`src/rtl/fifo_pkg.sv`:
```
// Shared types for the FIFO read-side stream adapter: default word width,
// the word type and the read-issue FSM states.
package fifo_pkg;

  localparam int DEF_FIFO_WIDTH = 16;

  typedef logic [DEF_FIFO_WIDTH-1:0] fifo_word_t;

  typedef enum logic [1:0] {
    IDLE  = 2'd0,
    RUN   = 2'd1,
    DRAIN = 2'd2
  } rd_state_e;

endpackage : fifo_pkg

```
`src/rtl/fifo_rd_skid_buf.sv`:
```
// Small circular buffer that catches words returning from FIFO reads and
// holds them until the downstream stream stage accepts them.
module fifo_rd_skid_buf #(
  parameter int  W     = 16,
  parameter int  DEPTH = 3,
  localparam int PTR_W = (DEPTH > 1) ? $clog2(DEPTH) : 1,
  localparam int OCC_W = $clog2(DEPTH + 1)
) (
  input  logic             clk,
  input  logic             rst_n,
  input  logic             clear_i,
  input  logic             push_i,
  input  logic [W-1:0]     push_data_i,
  input  logic             pop_i,
  output logic [W-1:0]     head_data_o,
  output logic [OCC_W-1:0] occupancy_o,
  output logic             empty_o,
  output logic             full_o
);

  logic [W-1:0]     mem_q [DEPTH];
  logic [PTR_W-1:0] head_q, head_d;
  logic [PTR_W-1:0] tail_q, tail_d;
  logic [OCC_W-1:0] occ_q, occ_d;
  logic             do_push, do_pop;

  function automatic logic [PTR_W-1:0] ptr_next(input logic [PTR_W-1:0] p);
    return (p == PTR_W'(DEPTH - 1)) ? '0 : p + PTR_W'(1);
  endfunction

  assign empty_o     = (occ_q == '0);
  assign full_o      = (occ_q == OCC_W'(DEPTH));
  assign occupancy_o = occ_q;
  assign head_data_o = mem_q[head_q];

  assign do_push = push_i && !full_o && !clear_i;
  assign do_pop  = pop_i && !empty_o && !clear_i;

  // NOTE: every variable gets its default first so no path leaves it unassigned (no latch).
  always_comb begin
    head_d = head_q;
    tail_d = tail_q;
    occ_d  = occ_q;
    if (clear_i) begin
      head_d = '0;
      tail_d = '0;
      occ_d  = '0;
    end else begin
      if (do_push) tail_d = ptr_next(tail_q);
      if (do_pop)  head_d = ptr_next(head_q);
      case ({do_push, do_pop})
        2'b10:   occ_d = occ_q + OCC_W'(1);
        2'b01:   occ_d = occ_q - OCC_W'(1);
        default: occ_d = occ_q;
      endcase
    end
  end

  // NOTE: state registers use non-blocking assignments so every flop samples pre-edge values.
  always_ff @(posedge clk or negedge rst_n) begin
    if (!rst_n) begin
      head_q <= '0;
      tail_q <= '0;
      occ_q  <= '0;
    end else begin
      head_q <= head_d;
      tail_q <= tail_d;
      occ_q  <= occ_d;
    end
  end

  // NOTE: storage is reset on purpose: the head entry drives the output word,
  // which must read zero out of reset, and there are only a few entries.
  always_ff @(posedge clk or negedge rst_n) begin
    if (!rst_n) begin
      for (int i = 0; i < DEPTH; i++) mem_q[i] <= '0;
    end else if (do_push) begin
      mem_q[tail_q] <= push_data_i;
    end
  end

endmodule : fifo_rd_skid_buf

```
`src/rtl/fifo_rd_stream_adapter.sv`:
```
// Reads words from a FIFO with one-cycle read latency and presents them as a
// valid/ready stream; counts delivered words and records FIFO underflow.
module fifo_rd_stream_adapter
  import fifo_pkg::*;
#(
  parameter int FIFO_WIDTH = DEF_FIFO_WIDTH,
  parameter int BUF_DEPTH  = 3,
  parameter int CNT_W      = 32
) (
  input  logic                  clk,
  input  logic                  rst_n,
  input  logic                  enable,
  input  logic                  flush,
  input  logic                  clr_err,
  input  logic                  fifo_empty,
  input  logic                  fifo_underflow,
  input  logic [FIFO_WIDTH-1:0] fifo_data_out,
  output logic                  fifo_rd_en,
  output logic                  m_valid,
  input  logic                  m_ready,
  output logic [FIFO_WIDTH-1:0] m_data,
  output logic                  busy,
  output logic [CNT_W-1:0]      words_out,
  output logic                  err_underflow
);

  localparam int OCC_W = $clog2(BUF_DEPTH + 1);

  rd_state_e        state_q, state_d;
  logic             inflight_q, inflight_d;
  logic [CNT_W-1:0] words_q, words_d;
  logic             err_q, err_d;

  logic [OCC_W-1:0] occupancy;
  logic [OCC_W:0]   pending;
  logic             buf_empty, buf_full;
  logic             push, pop, room;

  // A slot is reserved at issue time so a returning word always has room;
  // this is why BUF_DEPTH must be at least 3 to keep one word per cycle.
  assign pending = {1'b0, occupancy} + (OCC_W + 1)'(inflight_q);
  assign room    = pending < (OCC_W + 1)'(BUF_DEPTH);

  assign fifo_rd_en = (state_q == RUN) && !fifo_empty && room && !flush;
  assign inflight_d = fifo_rd_en && !fifo_empty;

  assign push = inflight_q && !flush;
  assign pop  = m_valid && m_ready;

  assign m_valid       = !buf_empty;
  assign busy          = (state_q != IDLE);
  assign words_out     = words_q;
  assign err_underflow = err_q;

  fifo_rd_skid_buf #(
    .W     (FIFO_WIDTH),
    .DEPTH (BUF_DEPTH)
  ) u_buf (
    .clk         (clk),
    .rst_n       (rst_n),
    .clear_i     (flush),
    .push_i      (push),
    .push_data_i (fifo_data_out),
    .pop_i       (pop),
    .head_data_o (m_data),
    .occupancy_o (occupancy),
    .empty_o     (buf_empty),
    .full_o      (buf_full)
  );

  always_comb begin
    state_d = state_q;
    if (flush) begin
      state_d = enable ? RUN : IDLE;
    end else begin
      case (state_q)
        IDLE:  if (enable) state_d = RUN;
        RUN:   if (!enable) state_d = DRAIN;
        DRAIN: begin
          if (enable)                                state_d = RUN;
          else if (occupancy == '0 && !inflight_q)   state_d = IDLE;
        end
        default: state_d = IDLE;
      endcase
    end
  end

  always_comb begin
    words_d = pop ? words_q + CNT_W'(1) : words_q;
    // A new underflow wins over a simultaneous clear.
    if (fifo_underflow)  err_d = 1'b1;
    else if (clr_err)    err_d = 1'b0;
    else                 err_d = err_q;
  end

  always_ff @(posedge clk or negedge rst_n) begin
    if (!rst_n) begin
      state_q    <= IDLE;
      inflight_q <= 1'b0;
      words_q    <= '0;
      err_q      <= 1'b0;
    end else begin
      state_q    <= state_d;
      inflight_q <= inflight_d;
      words_q    <= words_d;
      err_q      <= err_d;
    end
  end

endmodule : fifo_rd_stream_adapter
```
`config.mk`:
```
export PLATFORM = sky130hd
export DESIGN_NAME = fifo_rd_stream_adapter
export DESIGN_NICKNAME = d
export VERILOG_FILES = /design/src/rtl/fifo_pkg.sv /design/src/rtl/fifo_rd_skid_buf.sv /design/src/rtl/fifo_rd_stream_adapter.sv
export SDC_FILE = /design/constraint.sdc
export NUM_CORES = 1
export LEC_CHECK = 0
export BUFFER_PORTS_ARGS = -buffer_cell sky130_fd_sc_hd__clkbuf_2
export CORE_MARGIN = 1.5
export CORE_UTILIZATION = 60
export DETAILED_ROUTE_END_ITERATION = 12
export PLACE_DENSITY = 0.85
export REMOVE_ABC_BUFFERS = 1
export SLEW_MARGIN = 0
export SYNTH_ARGS = -nofsm -noshare
export SYNTH_HDL_FRONTEND = slang
export SYNTH_SLANG_ARGS = --single-unit
```
`constraint.sdc`:
```
create_clock -name clk -period 4.6 [get_ports clk]
set_input_delay 0.69 -clock clk [delete_from_list [all_inputs] [get_ports clk]]
set_output_delay 0.69 -clock clk [all_outputs]
set_load 0.02 [all_outputs]
```
-- Word level (Yosys, flattened, before mapping)
Index checks and enable logic that the tools add are counted.
- logic and storage cells: 80
- bits of input ports: 24
- output and inout bits: 52
- bits in registers: 90
- reduce and logical (&&, ||, !) cells: 25
- order comparisons: 4
- multiplexer cells: 23
- bitwise gates (word level): 2
- eq/ne operators: 10
- add/sub/neg operators: 6
- operator list (operator ; count):
    bitwise mux 48 bit ; 1
    2-to-1 mux 16 bit ; 3
    adder 32 x 1 -> 32 bit (second input constant) ; 1
    binary-select mux 16 bit (select 2 bit) ; 1
    demux 16 bit (select 2 bit) ; 1
    2-to-1 mux 2 bit ; 12
    logical AND 1 bit ; 12
    == test 2 bit (second input constant) ; 5
    nonzero test 2 bit ; 4
    adder 2 x 1 -> 2 bit (second input constant) ; 3
    >= comparator 3 bit (second input constant) ; 2
    != test 3 bit (second input constant) ; 2
    NOT 2 -> 3 bit ; 2
    case mux 2 bit (3 select lines) ; 1
    zero test 1 bit ; 5
    == test 2 x 1 -> 1 bit (second input constant) ; 2
    zero test 2 bit ; 2
    != test 4 bit (second input constant) ; 1
    case mux 2 bit (2 select lines) ; 1
    adder 2 x 1 -> 3 bit ; 1
    < comparator 3 x 1 -> 1 bit (second input constant) ; 1
    < comparator 3 x 2 -> 1 bit (second input constant) ; 1
    2-to-1 mux 1 bit ; 3
    AND reduction 3 bit ; 1
    other kinds (2) ; 2

-- Depth between registers and ports, before layout
Gate-level depths: netlist (run 1).
- depth in word-level cells: 8
- gate-level depth with buffers: 6
- mapped depth without buffers: 5

-- Modules after synthesis
From an unflattened synthesis (run 1), not the netlist that was laid out.
- cells, all modules: 329
- area total of the unflattened synthesis: 4194.0 um2
- modules (own cells, without submodules) (module ; cells an instance ; seq. area each (um2) ; times used ; area an instance (um2)):
    fifo_rd_skid_buf ; 187 ; 1351.3 ; 1 ; 2541.2
    fifo_rd_stream_adapter ; 142 ; 900.9 ; 1 ; 1652.8

-- Worst setup path before layout (run 1)
No wires, ideal clock.
- path type: input to output
- start point: input flush
- end point: output fifo_rd_en
- path buffers: 1
- required time: 3.910 ns
- stages: 4
- data arrival time: 1.755 ns
- path slack: 2.155 ns
- cells stage by stage: buf_1 -> nor2b_1 -> nand2_1 -> nor4_1
- cells in the longest elaborated chain, start to end: 2
- RTL lines (item ; line ; source):
    start, declared ; fifo_rd_stream_adapter.sv:13 ; input logic flush,
    zero test 1 bit ; fifo_rd_stream_adapter.sv:44 ; assign fifo_rd_en = (state_q == RUN) && !fifo_empty && room && !flush;
    logical AND 1 bit ; fifo_rd_stream_adapter.sv:44 ;
    end, declared ; fifo_rd_stream_adapter.sv:18 ; output logic fifo_rd_en,
No other way between the ends.

-- Worst setup path after layout (run 1)
- start point: register u_buf.head_q[1]
- end point: output m_data[12]
- cells in the longest elaborated chain, start to end: 4
- RTL lines (item ; line ; source):
    start, declared ; fifo_rd_skid_buf.sv:22 ; logic [PTR_W-1:0] head_q, head_d;
    start signal, assigned ; fifo_rd_skid_buf.sv:62 ; head_q <= '0;
    start signal, assigned ; fifo_rd_skid_buf.sv:66 ; head_q <= head_d;
    NOT 2 -> 3 bit (not written as such) ; fifo_rd_skid_buf.sv:34 ; assign head_data_o = mem_q[head_q];
    binary-select mux 16 bit (select 2 bit) ; fifo_rd_skid_buf.sv:34 ;
    2-to-1 mux 16 bit (not written as such) (2 in a row) ; fifo_rd_skid_buf.sv:34 ;
    end, declared ; fifo_rd_stream_adapter.sv:21 ; output logic [FIFO_WIDTH-1:0] m_data,
No other way between the ends. The select of a mux whose other input is x is not followed.

==> results_dict.tcl, run 1 <==
set metrics [dict create \
    grt_pass1_wl_um 12900 \
    gp_congestion 0.853 \
    async_flop_share 1.00 \
    synth_fa_ha_area_frac 0.00905 \
    synth_edf_count 0 \
    yosysWarnings 0 \
    critPathRequiredTime_ps 3910 \
    p_int_uw 1190 \
    rows 30 \
    fin_crit_ps 3440 \
    min_to "words_out[31]" \
    cp-start-kind "flip-flop" \
    slew_violations 0 \
    areaGrowthSynthToFinish_pct 14.2 \
    dieArea_um2 7420 \
    yosysTopAreaCellShare 0.543 \
    postLayoutSetupSlackWorst_ps 1160 \
    htree_levels 3 \
    cts_hold_buf 0 \
    outcome "completed" \
    wl_per_cell_um 15.3 \
    synth_compound_area_frac 0.0374 \
    cts_buffer_depth 2 \
    cts_resized 0 \
    grt_overflow 0 \
    dp_slack_ps 1540 \
    power_frac_comb 0.168 \
    critPathMaxFanout 19 \
    power.density_nw_per_um2 361 \
    avgSynthCellArea_um2 12.0 \
    vias 2872 \
    grt_pass1_vias 2854 \
    antennaDiodeCount 0 \
    synthDistinctLibCells 38 \
    p_seq_frac 0.538 \
    hold_start "words_out[31]" \
    setup_tns_ps 0 \
    yosysMostFrequentCell "dfrtp_1" \
    crit_type "reg2out" \
    netlist_area_um2 4150 \
    cts.sinks 90 \
    yosysTopAreaCell "dfrtp_1" \
    core_um2 6760 \
    synth_mux_area_frac 0.177 \
    grtUsageTotal 0.223 \
    numCtsBuffers 9 \
    port-buffer-count 75 \
    path_clk_slew_ps 90 \
    ant_nets 0 \
    timing.fmax_ghz 0.291 \
    initial_core_util 0.614 \
    maxCapViolations 0 \
    hold_path.class "reg2reg" \
    grt_max_degree 91 \
    dieWidth_um 86.1 \
    fin_skew_ps 6.96 \
    route.detailed.drc 0 \
    clkLatencyLatePin_ps 360 \
    max_slew_margin 0.156 \
    worst_pin_slew_ps 1260 \
    finalWirelength_um 7720 \
    rsz0062_at_grt "false" \
    yosys.area_share.simple 0.142 \
    synth_cells 347 \
    hold_depth 1 \
    end_kind "output pin" \
    place_hpwl_um 5280 \
    synth_commonest_cells "dfrtp_1, mux2_2, nand2_1, xnor2_1, o21ai_0" \
    cp.arrival_ps 2750 \
    hold_viol 0 \
    peakVddDrop_mv 0.173 \
    antenna_found_initial 0 \
    finalSetupViolations 0 \
    fin_nets 445 \
    synth_flop_cell "dfrtp_1" \
    ys_seq_area_frac 0.543 \
    fin_crit_sh 0.747 \
    die_height_um 86.1 \
    synth-seq-cells 90 \
    first_iter_violations 125 \
    cts_tree "yes" \
    post_cts_buffers 0 \
    power.switching_uw 518 \
    cts_root_buffer "clkbuf_8" \
    sw_frac_of_total 0.303 \
    reg2reg_from "u_buf.occupancy_o[1]" \
    ios 76 \
    worstRegToRegCells 4 \
    synth_top_family_by_area "multiplexers" \
    leakagePower_uw 0.00222 \
    rrSetupSlack_ps 2300 \
    synth_xor_area_frac 0.0655 \
    r2r_end "u_buf.mem_q[18]" \
    yosys-top-cells-area "dfrtp_1, mux2_2, xnor2_1" \
    viasPerCell 5.71 \
    drt-pass1-iter-count 4 \
    drive_above_1_share 0.355 \
    clkPwrFrac 0.294 \
]
[metrics by stage]
stage | cell area (µm²) | power [µW] | utilization | instances | hold slack, ps
final | 4740 | 1710 | 0.701 | 503 | 488
after CTS | 4740 | 1730 | 0.701 | 503 | 482
after global placement | 4550 | 1210 | 0.674 | 487 | 463
after detailed placement | 4550 | 1230 | 0.674 | 487 | 470
after floorplan | 4060 | 1110 | - | 331 | 394
after global routing | 4740 | 1790 | 0.701 | 503 | 484
[cell type report]
class,count,area (µm²)
flip-flops and latches,90,2250
fillers,494,2020
multi-input cells,236,1800
repair buffers,76,385
clock buffers,9,124
well taps,80,100
clock inverters,7,62.6
inverters,5,18.8
[routing by layer]
| layer | wire, µm | global-route usage |
|---|---|---|
| met5 | 0 | 0 |
| met2 | 3800 | 0.379 |
| met1 | 3430 | 0.280 |
| met4 | 71 | 0.0513 |
| met3 | 426 | 0.0693 |
[power by group through the flow]
stage | Combinational, µW | Sequential, µW | Clock (µW)
after floorplan | 171 | 936 | 0
after global placement | 281 | 930 | 0
after detailed placement | 290 | 937 | 0
after CTS | 290 | 921 | 515
after global routing | 315 | 930 | 548
final | 287 | 921 | 503
[sequential cells by signal, indices dropped and copies added (netlist names)]
signal / flops
err_underflow: 1
inflight_q: 1
state_q: 2
u_buf.head_q: 2
u_buf.mem_q: 48
u_buf.occupancy_o: 2
u_buf.tail_q: 2
words_out: 32
[cell families (layout without fill, tap and decap cells)]
kind of cell / after synthesis / count (layout)
and+or+nand+nor: 106 / 106
AOI/OAI and AO/OA: 29 / 29
DFF: 90 / 90
xor gates and xnor gates: 31 / 31
buffers and inverters: 21 / 97
adders and majority gates: 3 / 3
muxes: 67 / 67
[worst max-delay path by stage]
stage / startpoint / to / slack (ps) / cells past startpoint
finish: u_buf.head_q[1] / m_data[12] / 1160 / 4
global route: u_buf.head_q[1] / m_data[12] / 1000 / 4
CTS: u_buf.head_q[1] / m_data[12] / 1130 / 4
detailed placement: u_buf.head_q[1] / m_data[12] / 1540 / 4
global placement: u_buf.head_q[1] / m_data[0] / 1690 / 4
floorplan: m_ready / words_out[29] / 2180 / 4
[worst max-delay path, cell delays in order (launching register included)]
cell,delay (ps)
dfrtp_1,750
nor2b_1,1130
nand2_1,150
o21ai_0,150
clkbuf_2,210
[placed cells by master (no fill, tap or decap), types with 3 or more instances in the layout]
cell / netlist / layout
nor4_1: 7 / 7
nand4_1: 12 / 12
nand2_1: 34 / 34
mux2_2: 50 / 50
mux2i_1: 17 / 17
xnor2_1: 25 / 25
nor3_1: 7 / 7
and3_1: 4 / 4
nand3_1: 13 / 13
o21ai_0: 18 / 18
inv_1: 5 / 5
clkbuf_2: 1 / 74
clkbuf_8: 2 / 9
a21oi_1: 6 / 6
ha_1: 3 / 3
nor2_1: 13 / 13
xor2_1: 6 / 6
clkinvlp_4: 0 / 3
dfrtp_1: 90 / 90
Power figures use the tool's default switching activity.
==> run 2, diff against run 1 <==
--- a/config.mk
+++ b/config.mk
@@ -7,9 +7,9 @@
 export LEC_CHECK = 0
 export BUFFER_PORTS_ARGS = -buffer_cell sky130_fd_sc_hd__clkbuf_2
 export CORE_MARGIN = 1.5
-export CORE_UTILIZATION = 60
+export CORE_UTILIZATION = 55
 export DETAILED_ROUTE_END_ITERATION = 12
-export PLACE_DENSITY = 0.85
+export PLACE_DENSITY = 0.79
 export REMOVE_ABC_BUFFERS = 1
 export SLEW_MARGIN = 0
 export SYNTH_ARGS = -nofsm -noshare
==> constraint.sdc (replaced) <==
create_clock -name clk -period 3.6 [get_ports clk]
set_input_delay 0.54 -clock clk [delete_from_list [all_inputs] [get_ports clk]]
set_output_delay 0.54 -clock clk [all_outputs]
set_load 0.02 [all_outputs]
==> results_dict.tcl, run 2 (synthesized netlist as in run 1, its figures left out) <==
set metrics [dict create \
    die_height_um 89.8 \
    end_kind "output pin" \
    max_slew_margin 0.269 \
    hold_start "enable" \
    post_cts_buffers 0 \
    cts_hold_buf 0 \
    place_hpwl_um 5400 \
    crit_chain "nor2b_1, buf_4, nand2_1, o21ai_0, clkbuf_2" \
    finalPower_uw 2240 \
    worst_pin_slew_ps 1100 \
    layoutNonFillerInstCount 526 \
    critical_path.startpoint "u_buf.head_q[0]" \
    initial_core_util 0.569 \
    leakagePower_uw 0.00225 \
    route.detailed.drc 0 \
    fin_crit_sh 0.711 \
    fin_crit_ps 2560 \
    ios 76 \
    peakVddDrop_mv 0.206 \
    wl_per_cell_um 15.4 \
    finalWirelength_um 8080 \
    maxCapViolations 0 \
    viasPerCell 5.55 \
    vias 2918 \
    cts_resized 0 \
    dieWidth_um 89.8 \
    numCtsBuffers 9 \
    grt_overflow 0 \
    grt.met3_usage 0.0372 \
    largest_register_ffs 48 \
    fin_nets 449 \
    crit_type "reg2out" \
    drt-pass1-iter-count 4 \
    critPathRequiredTime_ps 3060 \
    use_met2 0.346 \
    timing.fmax_ghz 0.391 \
    slowest_stage "dfrtp_1" \
    htree_levels 3 \
    dieArea_um2 8070 \
    place_inst 510 \
    power.density_nw_per_um2 466 \
    cts_root_buffer "clkbuf_8" \
    utilization 0.660 \
    drive_above_1_share 0.358 \
    first_iter_violations 174 \
    max_stage_delay_ps 750 \
    core_um2 7290 \
    busiest_layer "met2" \
    antennaDiodeCount 0 \
    reg2reg_from "u_buf.occupancy_o[0]" \
    cts_tree "yes" \
    final_common_cell "dfrtp_1" \
    fin_skew_ps 13.0 \
    hold_path.class "in2reg" \
    path_clk_slew_ps 90 \
    top_register "u_buf.mem_q" \
    finalSetupViolations 0 \
    ant_nets 0 \
    clkLatencyLatePin_ps 350 \
    areaGrowthSynthToFinish_pct 16.0 \
    critPathMaxFanout 19 \
    cts.sinks 90 \
    grt_pass1_wl_um 13700 \
    cp-start-kind "flip-flop" \
    rsz0062_at_grt "false" \
    grtUsageMet1 0.284 \
    outcome "completed" \
    gp_congestion 0.773 \
    hold_viol 0 \
    slew_violations 0 \
    grtUsageTotal 0.210 \
    mostFrequentLayoutCells "dfrtp_1, clkbuf_2, mux2_2" \
    crit_buf_inv 2 \
    port-buffer-count 75 \
    cts_buffer_depth 2 \
    grt_max_degree 91 \
    antenna_found_initial 0 \
    critPathTopFamily "flip-flops" \
    grt_pass1_vias 2904 \
    setup_tns_ps 0 \
    rows 31 \
    cp.arrival_ps 2020 \
]
-- run 2: worst reg2reg max path: stages (launching register included) --
cell     delay [ps]
dfrtp_1         490
nand2_1         140
nand2_2         140
nor4b_4         920
mux2_2          430
-- run 2: report_power, final --
group	switching (µW)	internal, µW
Combinational	212	159
Clock	339	358
Sequential	71.2	1100
-- run 2: cell type report --
| cell class | count | area (µm²) |
|---|---|---|
| flip-flops and latches | 90 | 2250 |
| clock buffers | 12 | 155 |
| clock inverters | 4 | 50.0 |
| multi-input cells | 236 | 1800 |
| inverters | 5 | 18.8 |
| well taps | 99 | 124 |
| fillers | 605 | 2480 |
| repair buffers | 80 | 415 |
-- run 2: final timing paths --
check	end	slack [ps]	cells after the start
max in group asynchronous	words_out[24]	2500	1
setup reg to reg	u_buf.mem_q[22]	1360	4
hold reg to reg	words_out[31]	480	1
setup / recovery	m_data[0]	1040	5
min in group asynchronous	u_buf.mem_q[15]	390	1
hold / removal	state_q[1]	350	2
-- run 2: layer usage --
| layer | vias up | routed length [µm] |
|---|---|---|
| met1 | 1458 | 3750 |
| met5 | - | 0 |
| met3 | 9 | 390 |
| met2 | 81 | 3860 |
| li1 | 1370 | - |
| met4 | 0 | 83 |
-- run 2: metrics by stage --
step / hold WS [ps] / instance area, µm² / setup slack (ps)
2_1_floorplan: 244 / 4060 / 1300
3_3_place_gp: 462 / 4610 / 1350
3_5_place_dp: 470 / 4610 / 1290
4_1_cts: 341 / 4810 / 1040
5_1_grt: 361 / 4810 / 916
6_report: 346 / 4810 / 1040
==> run 3, diff against run 2 <==
--- a/config.mk
+++ b/config.mk
@@ -7,9 +7,9 @@
 export LEC_CHECK = 0
 export BUFFER_PORTS_ARGS = -buffer_cell sky130_fd_sc_hd__clkbuf_2
 export CORE_MARGIN = 1.5
-export CORE_UTILIZATION = 55
+export CORE_UTILIZATION = 50
 export DETAILED_ROUTE_END_ITERATION = 12
-export PLACE_DENSITY = 0.79
+export PLACE_DENSITY = 0.76
 export REMOVE_ABC_BUFFERS = 1
 export SLEW_MARGIN = 0
 export SYNTH_ARGS = -nofsm -noshare
==> constraint.sdc (replaced) <==
create_clock -name clk -period 2.3 [get_ports clk]
set_input_delay 0.345 -clock clk [delete_from_list [all_inputs] [get_ports clk]]
set_output_delay 0.345 -clock clk [all_outputs]
set_load 0.02 [all_outputs]
==> results_dict.tcl, run 3 (synthesized netlist as in run 1, its figures left out) <==
set metrics [dict create \
    wl_met3_um 358 \
    dieArea_um2 8850 \
    placedInstanceArea_um2 4690 \
    rows 33 \
    worst_pin_slew_ps 551 \
    end_kind "output pin" \
    route.detailed.drc 0 \
    critPathTopFamily "adder cells" \
    core_um2 8130 \
    slowest_stage "dfrtp_1" \
    wl_met1_um 3720 \
    place_inst 524 \
    fin_crit_ps 2160 \
    antenna_found_initial 0 \
    top_register "u_buf.mem_q" \
    grt_pass1_vias 2902 \
    die_height_um 94.1 \
    design_area_um2 4910 \
    crit_chain "ha_1, ha_1, nand2_1, nand2_1, nor4_1, clkbuf_2" \
    power.density_nw_per_um2 714 \
    final_common_cell "dfrtp_1" \
    place_hpwl_um 5740 \
    antennaDiodeCount 0 \
    clkLatencyLatePin_ps 350 \
    fin_crit_sh 0.939 \
    vias 2892 \
    maxCapViolations 0 \
    port-buffer-count 75 \
    hold_path.class "in2reg" \
    first_iter_violations 110 \
    numCtsBuffers 9 \
    grt_overflow 0 \
    ant_nets 0 \
    fin_nets 458 \
    crit_type "reg2out" \
    ios 76 \
    slew_violations 0 \
    wl_met2_um 3920 \
    initial_core_util 0.510 \
    viasPerCell 5.36 \
    critPathMaxFanout 10 \
    layoutNonFillerInstCount 540 \
    max_stage_delay_ps 480 \
    finalWirelength_um 8090 \
    htree_levels 3 \
    top_layer "met4" \
    cts.sinks 90 \
    max_slew_margin 0.631 \
    outcome "completed" \
    path_clk_slew_ps 90 \
    critPathRequiredTime_ps 1960 \
    cts_buffer_depth 2 \
    mostFrequentLayoutCells "dfrtp_1, clkbuf_2, mux2_2" \
    grt_max_degree 41 \
    fin_skew_ps 10.6 \
    drt-pass1-iter-count 5 \
    wl_per_cell_um 15.0 \
    peakVddDrop_mv 0.499 \
    cp-start-kind "flip-flop" \
    largest_register_ffs 48 \
    dieWidth_um 94.1 \
    grtUsageTotal 0.200 \
    areaGrowthSynthToFinish_pct 18.3 \
    cp.arrival_ps 1810 \
    timing.fmax_ghz 0.463 \
    crit_buf_inv 1 \
    gp_congestion 0.803 \
    rsz0062_at_grt "false" \
    leakagePower_uw 0.00230 \
    cts_tree "yes" \
    cts_root_buffer "clkbuf_8" \
    grt_pass1_wl_um 13700 \
    drive_above_1_share 0.375 \
    finalSetupViolations 0 \
    hold_viol 0 \
]
==> run 3: cell types whose count changed in the layout (fill, tap and decap cells not counted), sizes merged <==
cell         change
buf              +8
clkbuf           -1
clkinv           +1
clkinvlp         -1
dlygate4sd3      +1
==> run 3: layout make-up <==
| cell class | instances | area (µm²) |
|---|---|---|
| Fill cell | 673 | 3230 |
| Sequential cell | 90 | 2250 |
| Multi-Input combinational cell | 236 | 1800 |
| Timing Repair Buffer | 89 | 498 |
| Clock buffer | 11 | 151 |
| Tap cell | 105 | 131 |
| Clock inverter | 4 | 51.3 |
| Inverter | 5 | 18.8 |
==> run 3: power breakdown <==
group	switching, µW	leakage [µW]	total [µW]	internal (µW)
sequential	102	0.00119	1830	1730
combinational	343	0.00101	599	256
clock	521	0.000101	1080	556
==> run 3: repair_timing <==
action,CTS,global route
endpoints found under the setup margin,0,1
gates resized for setup,0,1
buffers inserted,0,0
hold buffers,1,0
endpoints found under the hold margin,34,0
==> run 3: routing by layer <==
layer / up-vias / track usage
met2: 66 / 0.326
met5: - / 0
li1: 1386 / -
met1: 1432 / 0.267
met3: 8 / 0.0485
met4: 0 / 0.0572
==> run 3: stage by stage <==
stage          TNS (ps)  hold WS [ps]  power, µW  worst slack, ps  utilization
6_report              0           154       3500              141        0.603
3_3_place_gp          0           326       2440              428        0.577
2_1_floorplan     -7.16          49.4       2210            -3.15            -
5_1_grt               0           139       3690             4.57        0.603
3_5_place_dp          0           333       2470              326        0.577
4_1_cts               0           143       3540              114        0.603
==> run 3: worst paths after layout <==
check | from | to | slack [ps] | depth (start not counted)
max | u_buf.occupancy_o[0] | fifo_rd_en | 140 | 6
min reg2reg | words_out[31] | words_out[31] | 480 | 1
min in group asynchronous | rst_n | u_buf.mem_q[40] | 480 | 2
max reg2reg | words_out[0] | words_out[28] | 320 | 5
min | enable | state_q[1] | 150 | 2
max in group asynchronous | rst_n | words_out[15] | 1220 | 3
